--- src/rtl/microchip_ram64x12_fifo.sv ---
// First-word-fall-through 64x12 FIFO controller driving a RAM64x12 macro with a
// registered read address and unregistered read data; owns pointers, occupancy and flow control.
module microchip_ram64x12_fifo #(
    parameter int AFULL_LVL  = 60,
    parameter int AEMPTY_LVL = 4
) (
    input  logic        CLK,
    input  logic        Reset,
    input  logic        in_valid,
    output logic        in_ready,
    input  logic [11:0] in_data,
    output logic        out_valid,
    input  logic        out_ready,
    output logic [11:0] out_data,
    output logic [6:0]  level,
    output logic        almost_full,
    output logic        almost_empty,
    output logic        ram_w_en,
    output logic [5:0]  ram_w_addr,
    output logic [11:0] ram_w_data,
    output logic [5:0]  ram_r_addr,
    output logic        ram_r_addr_en,
    output logic        ram_blk_en,
    input  logic [11:0] ram_r_data,
    input  logic        ram_access_busy
);

    typedef enum logic [1:0] {S_IDLE, S_WAIT, S_HOLD} state_t;

    localparam logic [6:0] AFULL  = 7'(AFULL_LVL);
    localparam logic [6:0] AEMPTY = 7'(AEMPTY_LVL);

    state_t     state, state_next;
    logic [5:0] wr_ptr, rd_ptr, r_addr_q;
    logic [6:0] ram_cnt, level_q;
    logic       full, accept, pop, issue;

    assign full         = (level_q == 7'd64);
    assign in_ready     = !full && !ram_access_busy;
    assign accept       = in_valid && in_ready;
    assign out_valid    = (state == S_HOLD);
    assign pop          = out_valid && out_ready;
    assign level        = level_q;
    assign almost_full  = (level_q >= AFULL);
    assign almost_empty = (level_q <= AEMPTY);

    assign ram_w_en   = accept;
    assign ram_w_addr = wr_ptr;
    assign ram_w_data = in_data;

    // The macro captures R_ADDR on the issue edge; between issues the last address is held.
    assign ram_r_addr_en = issue;
    assign ram_blk_en    = issue;
    assign ram_r_addr    = issue ? rd_ptr : r_addr_q;

    // NOTE: every signal written here gets a default first, so no path can infer a latch.
    always_comb begin
        state_next = state;
        issue      = 1'b0;
        case (state)
            S_IDLE: begin
                if (ram_cnt != 7'd0 && !ram_access_busy) begin
                    issue      = 1'b1;
                    state_next = S_WAIT;
                end
            end
            S_WAIT: state_next = S_HOLD;
            S_HOLD: begin
                if (pop) begin
                    if (ram_cnt != 7'd0 && !ram_access_busy) begin
                        issue      = 1'b1;
                        state_next = S_WAIT;
                    end else begin
                        state_next = S_IDLE;
                    end
                end
            end
            default: state_next = S_IDLE;
        endcase
    end

    // NOTE: sequential state uses non-blocking assignments so every register samples pre-edge values.
    always_ff @(posedge CLK) begin
        if (!Reset) begin
            state    <= S_IDLE;
            wr_ptr   <= '0;
            rd_ptr   <= '0;
            r_addr_q <= '0;
            ram_cnt  <= '0;
            level_q  <= '0;
            out_data <= '0;
        end else begin
            state <= state_next;
            if (accept) wr_ptr <= wr_ptr + 6'd1;
            if (issue) begin
                rd_ptr   <= rd_ptr + 6'd1;
                r_addr_q <= rd_ptr;
            end
            case ({accept, issue})
                2'b10:   ram_cnt <= ram_cnt + 7'd1;
                2'b01:   ram_cnt <= ram_cnt - 7'd1;
                default: ram_cnt <= ram_cnt;
            endcase
            case ({accept, pop})
                2'b10:   level_q <= level_q + 7'd1;
                2'b01:   level_q <= level_q - 7'd1;
                default: level_q <= level_q;
            endcase
            // R_DATA is unregistered in the macro, so it is only valid during WAIT.
            if (state == S_WAIT) out_data <= ram_r_data;
        end
    end

endmodule
--- config.mk ---
export PLATFORM = sky130hd
export DESIGN_NAME = microchip_ram64x12_fifo
export DESIGN_NICKNAME = d
export VERILOG_FILES = /design/src/rtl/microchip_ram64x12_fifo.sv
export SDC_FILE = /design/constraint.sdc
export NUM_CORES = 1
export LEC_CHECK = 0
export CAP_MARGIN = 20
export CORE_AREA = 2 2 78 80
export CTS_CLUSTER_DIAMETER = 40
export CTS_CLUSTER_SIZE = 14
export DETAILED_ROUTE_END_ITERATION = 8
export DIE_AREA = 0 0 80 82
export GPL_TIMING_DRIVEN = 0
export PLACE_DENSITY = 0.8
export SYNTH_ARGS = -nofsm -noshare
export SYNTH_HDL_FRONTEND = slang
export SYNTH_SLANG_ARGS = --single-unit
--- constraint.sdc ---
create_clock -name CLK -period 5.06 [get_ports CLK]
set_input_delay 1.012 -clock CLK [delete_from_list [all_inputs] [get_ports CLK]]
set_output_delay 1.012 -clock CLK [all_outputs]
set_load 0.01 [all_outputs]
[Yosys cells after proc, flatten, opt, wreduce, memory -nomap -nowiden]
Cells that the tools add are included.
Storage, ports and cells
  bits in registers: 46
  input port bits: 29
  output and inout port bits: 50
  logic and storage cells: 45
Operators by class
  $add $sub $neg: 6
  magnitude comparators: 2
  equality and inequality tests: 9
  muxes and demuxes: 10
  reductions and logical operators: 11
Operator list (number)
  case mux 7 bit (2 select lines): 2
  adder 7 x 1 -> 7 bit (second input constant): 2
  subtractor 7 x 1 -> 7 bit (second input constant): 2
  adder 6 x 1 -> 6 bit (second input constant): 2
  equality test 7 bit (second input constant): 1
  >= comparator 7 x 6 -> 1 bit (second input constant): 1
  less-or-equal comparator 7 x 3 -> 1 bit (second input constant): 1
  nonzero test 7 bit: 1
  equality test 2 x 1 -> 1 bit (second input constant): 3
  equality test 2 bit (second input constant): 3
  2-to-1 mux 6 bit: 1
  case mux 2 bit (3 select lines): 1
  logical AND 1 bit: 4
  2-to-1 mux 2 bit: 2
  nonzero test 2 bit: 2
  2-to-1 mux 1 bit: 3
  logical NOT 1 bit: 2
  logical NOT 2 bit: 1
  inequality test 2 x 1 -> 1 bit (second input constant): 1
  inequality test 2 bit (second input constant): 1
  case mux 1 bit (2 select lines): 1
  AND reduction 2 bit: 1

[Logic depth before layout (Yosys ltp)]
  word-level depth: 7
  depth in mapped cells: 10
  gate-level depth less buffers: 10

[Worst setup path after synthesis]
OpenSTA, ideal clock, no wires.
  kind: input-to-reg
  start: input ram_access_busy
  end: register ram_cnt[6]
  library setup time: 0.070 ns
  data arrival time: 3.316 ns
  required time: 4.990 ns
  path slack: 1.673 ns
  stages: 8
  path buffers: 0
  cells stage by stage: a211oi_2 inv_1 ha_1 ha_1 o21ai_0 or4_1 a31o_2 a21oi_1
Between the ends
  word-level cells in the longest chain between the ends: 7
  elaborated cells on any way between the ends: 11
  those cells by class: eq/ne (2); mux (4); reduce/logical (5)
RTL lines
  from (decl): RTL line 25  | input logic ram_access_busy
  logical NOT 1 bit (*): RTL line 39, 62, 70
  logical AND 1 bit: RTL line 62, 70
  2-to-1 mux 1 bit: RTL line 62, 70
  2-to-1 mux 1 bit: RTL line 69  | if (pop) begin
  case mux 1 bit (2 select lines): RTL line 60  | case (state)
  equality test 2 x 1 -> 1 bit / equality test 2 bit (equally long branches): RTL line 99  | case ({accept, issue})
  case mux 7 bit (2 select lines) / nonzero test 2 bit (equally long branches)
  to (signal assigned): RTL line 100  | 2'b10: ram_cnt <= ram_cnt + 7'd1;
  to (signal assigned): RTL line 101  | 2'b01: ram_cnt <= ram_cnt - 7'd1;
  to (signal assigned): RTL line 102  | default: ram_cnt <= ram_cnt;
  to (decl): RTL line 35  | logic [6:0] ram_cnt, level_q;
Mark *: on every way between the ends. The rest lies on a longest branch, timed or not.
A chain may end at the register's enable or synchronous reset.

[Final worst setup path]
Ends and elaborated chain as after synthesis.

==> flow_summary_export.csv <==
group,metric,value,unit
run_status,status,"completed",
timing,fmaxAchievable,259,MHz
timing,setup_viol,0,
clock_tree,clock_latency,300,ps
routing,wl,5540,um
placed_design,finalWeightedCongestion,0.835,
setup_path,crit_required,5290,ps
floorplan,io_pins,79,
layout,post_route_cells_drive_above_1_share,10.3,%
placed_design,placement.setup.worst_slack,937,ps
yosys,syn_avg_cell_area,8.76,sq um
yosys,async_reset_ff_share,0,%
timing,relSlewSlack,49.3,%
yosys,synth-seq-cells,46,
routing,drc_errors,0,
setup_path,cp_slowest_cell,"sky130_fd_sc_hd__or4_1",
yosys,yosysUniqueCellTypes,53,
setup_path,timing.critical_path.to_type,"flip-flop",
timing,rsz0062_at_grt,"no",
placed_design,postPlaceCellArea,0.00324,sq mm
clock_tree,ctsHtreeMaxLevel,2,
layout,antennaDiodeCount,0,
floorplan,die_y,82,um
flow_run,drv.max_cap_violation_count,0,
floorplan,die_width,80,um
global_route,grt_pass1_wl,9230,um
floorplan,fp-row-count,28,
timing,final_hold_viol_count,0,
clock_tree,cts_resized,0,
power_and_ir_drop,powerDensity,416,mW/mm^2
routing,route.antenna.remaining_nets,0,
setup_path,crit_arrival,4090,ps
yosys,synth-main-ff-cell,"sky130_fd_sc_hd__dfxtp_1",
yosys,synth-seq-area-share,37.0,%
global_route,global_route.usage.total,17.8,%
routing,avgRoutedWirePerCell,12.8,um
layout,areaGrowthSynthToFinish,33.8,%
timing,post-route-min-period,3870,ps
setup_path,cp_delay_by_family_top,"compound AO/OA/AOI/OAI gates",
clock_tree,cts_hold_buffers,0,
setup_path,cp-start-kind,"input port",
floorplan,die_ar,0.00656,sq mm
yosys,synth_enable_flop_cells,0,
clock_tree,clk_pin_slew,90,ps
clock_tree,clock_tree.buffer_depth,2,
timing,tightestPinTransition,742,ps
yosys,mappedNetlistArea,0.00249,sq mm
setup_path,crit_chain,"clkdlybuf4s50_1 > a211oi_2 > inv_1 > ha_1 > ha_1 > o21ai_0 > or4_1 > a31o_2 > a21oi_1",
clock_tree,cts-buffers-inserted,5,
setup_path,worst-path-max-fanout,11,
power_and_ir_drop,ir_drop,203,uV
setup_path,critical_path_buf_inv_count,2,
global_route,pin_count_of_the_biggest_net_entering_global_routing,15,
setup_path,critPathMaxStageDelay,590,ps
min_path,timing.hold.worst.class,"reg -> reg",
clock_tree,cts_tree,"done",
timing,timing.final.crit_share,76.4,%
yosys,synthCells,284,
routing,drtPass1Iterations,4,
timing,final_max_slew_viol_count,0,
global_route,overflow,0,
layout,finish.instance_area,0.00333,sq mm
floorplan,core-area,0.00575,sq mm
timing,setup_ws,1190,ps
routing,drtIter0Drc,109,
setup_path,crit_path_frequent_cell,"sky130_fd_sc_hd__ha_1",
yosys,postSynthNetCount,329,
floorplan,floorplan.initialDensity,43.3,%
layout,layout.nets,402,
clock_tree,cts.sinks,46,
yosys,yosys_warnings,0,
timing,setup-tns-final,0,ps
setup_path,crit_type,"in -> reg",
clock_tree,root_buffer,"sky130_fd_sc_hd__clkbuf_8",
timing,skew,7.59,ps
clock_tree,postCtsSetupBuffers,0,
global_route,grt_pass1_vias,2147,
global_route,antenna_found_initial,0,
placed_design,post-dp-hpwl,4280,um
routing,via_count_normalized_by_instance_count,5.19,
routing,route.vias.total,2247,
placed_design,portBuffers,66,
power_and_ir_drop,power.leakage,1.32,nW
[worst register-to-register path, stage by stage, from the launching register on]
cell and delay, ps:
sky130_fd_sc_hd__dfxtp_1 370, sky130_fd_sc_hd__nor4b_1 650, sky130_fd_sc_hd__a211oi_2 290, sky130_fd_sc_hd__inv_1 140, sky130_fd_sc_hd__ha_1 400, sky130_fd_sc_hd__ha_1 300
sky130_fd_sc_hd__o21ai_0 220, sky130_fd_sc_hd__or4_1 590, sky130_fd_sc_hd__a31o_2 250, sky130_fd_sc_hd__a21oi_1 120
[metrics by stage]
step	utilization [%]	total power, W	hold WS [ps]	std cells
global placement	56.4	0.00115	441	425
finish	57.9	0.00138	458	433
global route	57.9	0.00149	481	433
CTS	57.9	0.00139	461	433
floorplan	-	0.000950	456	284
detailed placement	56.4	0.00117	449	425
[layer usage]
layer | GRT usage [%] | vias to the layer above | wire (um)
li1 | - | 1136 | -
met1 | 21.0 | 1040 | 2380
met2 | 30.3 | 66 | 2710
met3 | 4.73 | 5 | 395
met4 | 7.63 | 0 | 51
met5 | 0 | - | 0
[registers in the layout, indices dropped and copies added (netlist names)]
register and flops:
out_data 12, level 7, ram_cnt 7, r_addr_q 6, ram_w_addr 6, rd_ptr 6
state 2
[cells in the final DEF (no fill, tap or decap), drive strengths merged, types with 2 or more instances in the layout]
cell / instances
clkdlybuf4s50: 66
dfxtp: 46
nand2: 36
a21oi: 27
nor2: 20
clkbuf: 15
ha: 14
buf: 14
nand2b: 8
and2: 8
o21ai: 8
inv: 7
mux2i: 6
nand3: 6
mux2: 6
nor4b: 5
nor3: 4
nor2b: 4
xnor2: 4
o31ai: 4
a21o: 4
xor2: 4
a211oi: 4
or4: 4
nand4: 3
and3: 3
or3: 3
clkinv: 3
a31oi: 2
nor3b: 2
o21a: 2
fa: 2
o211ai: 2
[synthesized netlist by cell type (3+ instances only)]
cell type	instances	area [sq um]
sky130_fd_sc_hd__a211oi_1	3	22.5
sky130_fd_sc_hd__a21o_1	4	30.0
sky130_fd_sc_hd__a21oi_1	26	130
sky130_fd_sc_hd__and2_1	8	50.1
sky130_fd_sc_hd__and3_1	3	18.8
sky130_fd_sc_hd__buf_4	13	97.6
sky130_fd_sc_hd__clkbuf_1	9	33.8
sky130_fd_sc_hd__dfxtp_1	46	921
sky130_fd_sc_hd__ha_1	14	175
sky130_fd_sc_hd__inv_1	6	22.5
sky130_fd_sc_hd__mux2_4	4	60.1
sky130_fd_sc_hd__mux2i_1	6	60.1
sky130_fd_sc_hd__nand2_1	36	135
sky130_fd_sc_hd__nand2b_1	8	50.1
sky130_fd_sc_hd__nand3_1	6	30.0
sky130_fd_sc_hd__nand4_1	3	18.8
sky130_fd_sc_hd__nor2_1	20	75.1
sky130_fd_sc_hd__nor2b_1	4	25.0
sky130_fd_sc_hd__nor3_1	4	20.0
sky130_fd_sc_hd__nor4b_1	5	43.8
sky130_fd_sc_hd__o21ai_0	8	40.0
sky130_fd_sc_hd__o31ai_1	4	30.0
sky130_fd_sc_hd__xnor2_1	4	35.0
sky130_fd_sc_hd__xor2_1	4	35.0
[power breakdown]
| part | internal [W] | switching (W) |
|---|---|---|
| clock network | 0.0000977 | 0.000126 |
| registers | 0.000424 | 0.0000530 |
| logic | 0.000330 | 0.000353 |
[cells by family after synthesis]
family | share of synthesized area [%]
mux | 5.73
xor+xnor | 2.82
flops | 37.0
simple gates | 23.2
compound gates | 15.5
buf+inv | 7.04
fa+ha+maj | 8.65
[layout make-up]
type,count,area [sq um]
plain buffers,23,143
clock buffers,6,72.6
clock inverters,2,13.8
fillers,530,2420
inverters,8,32.5
multi-input cells,207,1390
flip-flops and latches,46,921
well taps,75,93.8
repair buffers,66,661
[path summary, 6_finish.rpt]
check | startpoint | endpoint | slack [ps] | cells past startpoint
worst max-delay path | ram_access_busy | ram_cnt[6]$_SDFFE_PN0P_ | 1190 | 9
worst min-delay path | out_data[11]$_SDFFE_PN0N_ | out_data[11]$_SDFFE_PN0N_ | 460 | 2
worst max register to register | level[0]$_SDFFE_PN0P_ | ram_cnt[6]$_SDFFE_PN0P_ | 1670 | 9
worst min register to register | out_data[11]$_SDFFE_PN0N_ | out_data[11]$_SDFFE_PN0N_ | 460 | 2
No activity file was read; power rests on OpenSTA's default activity.
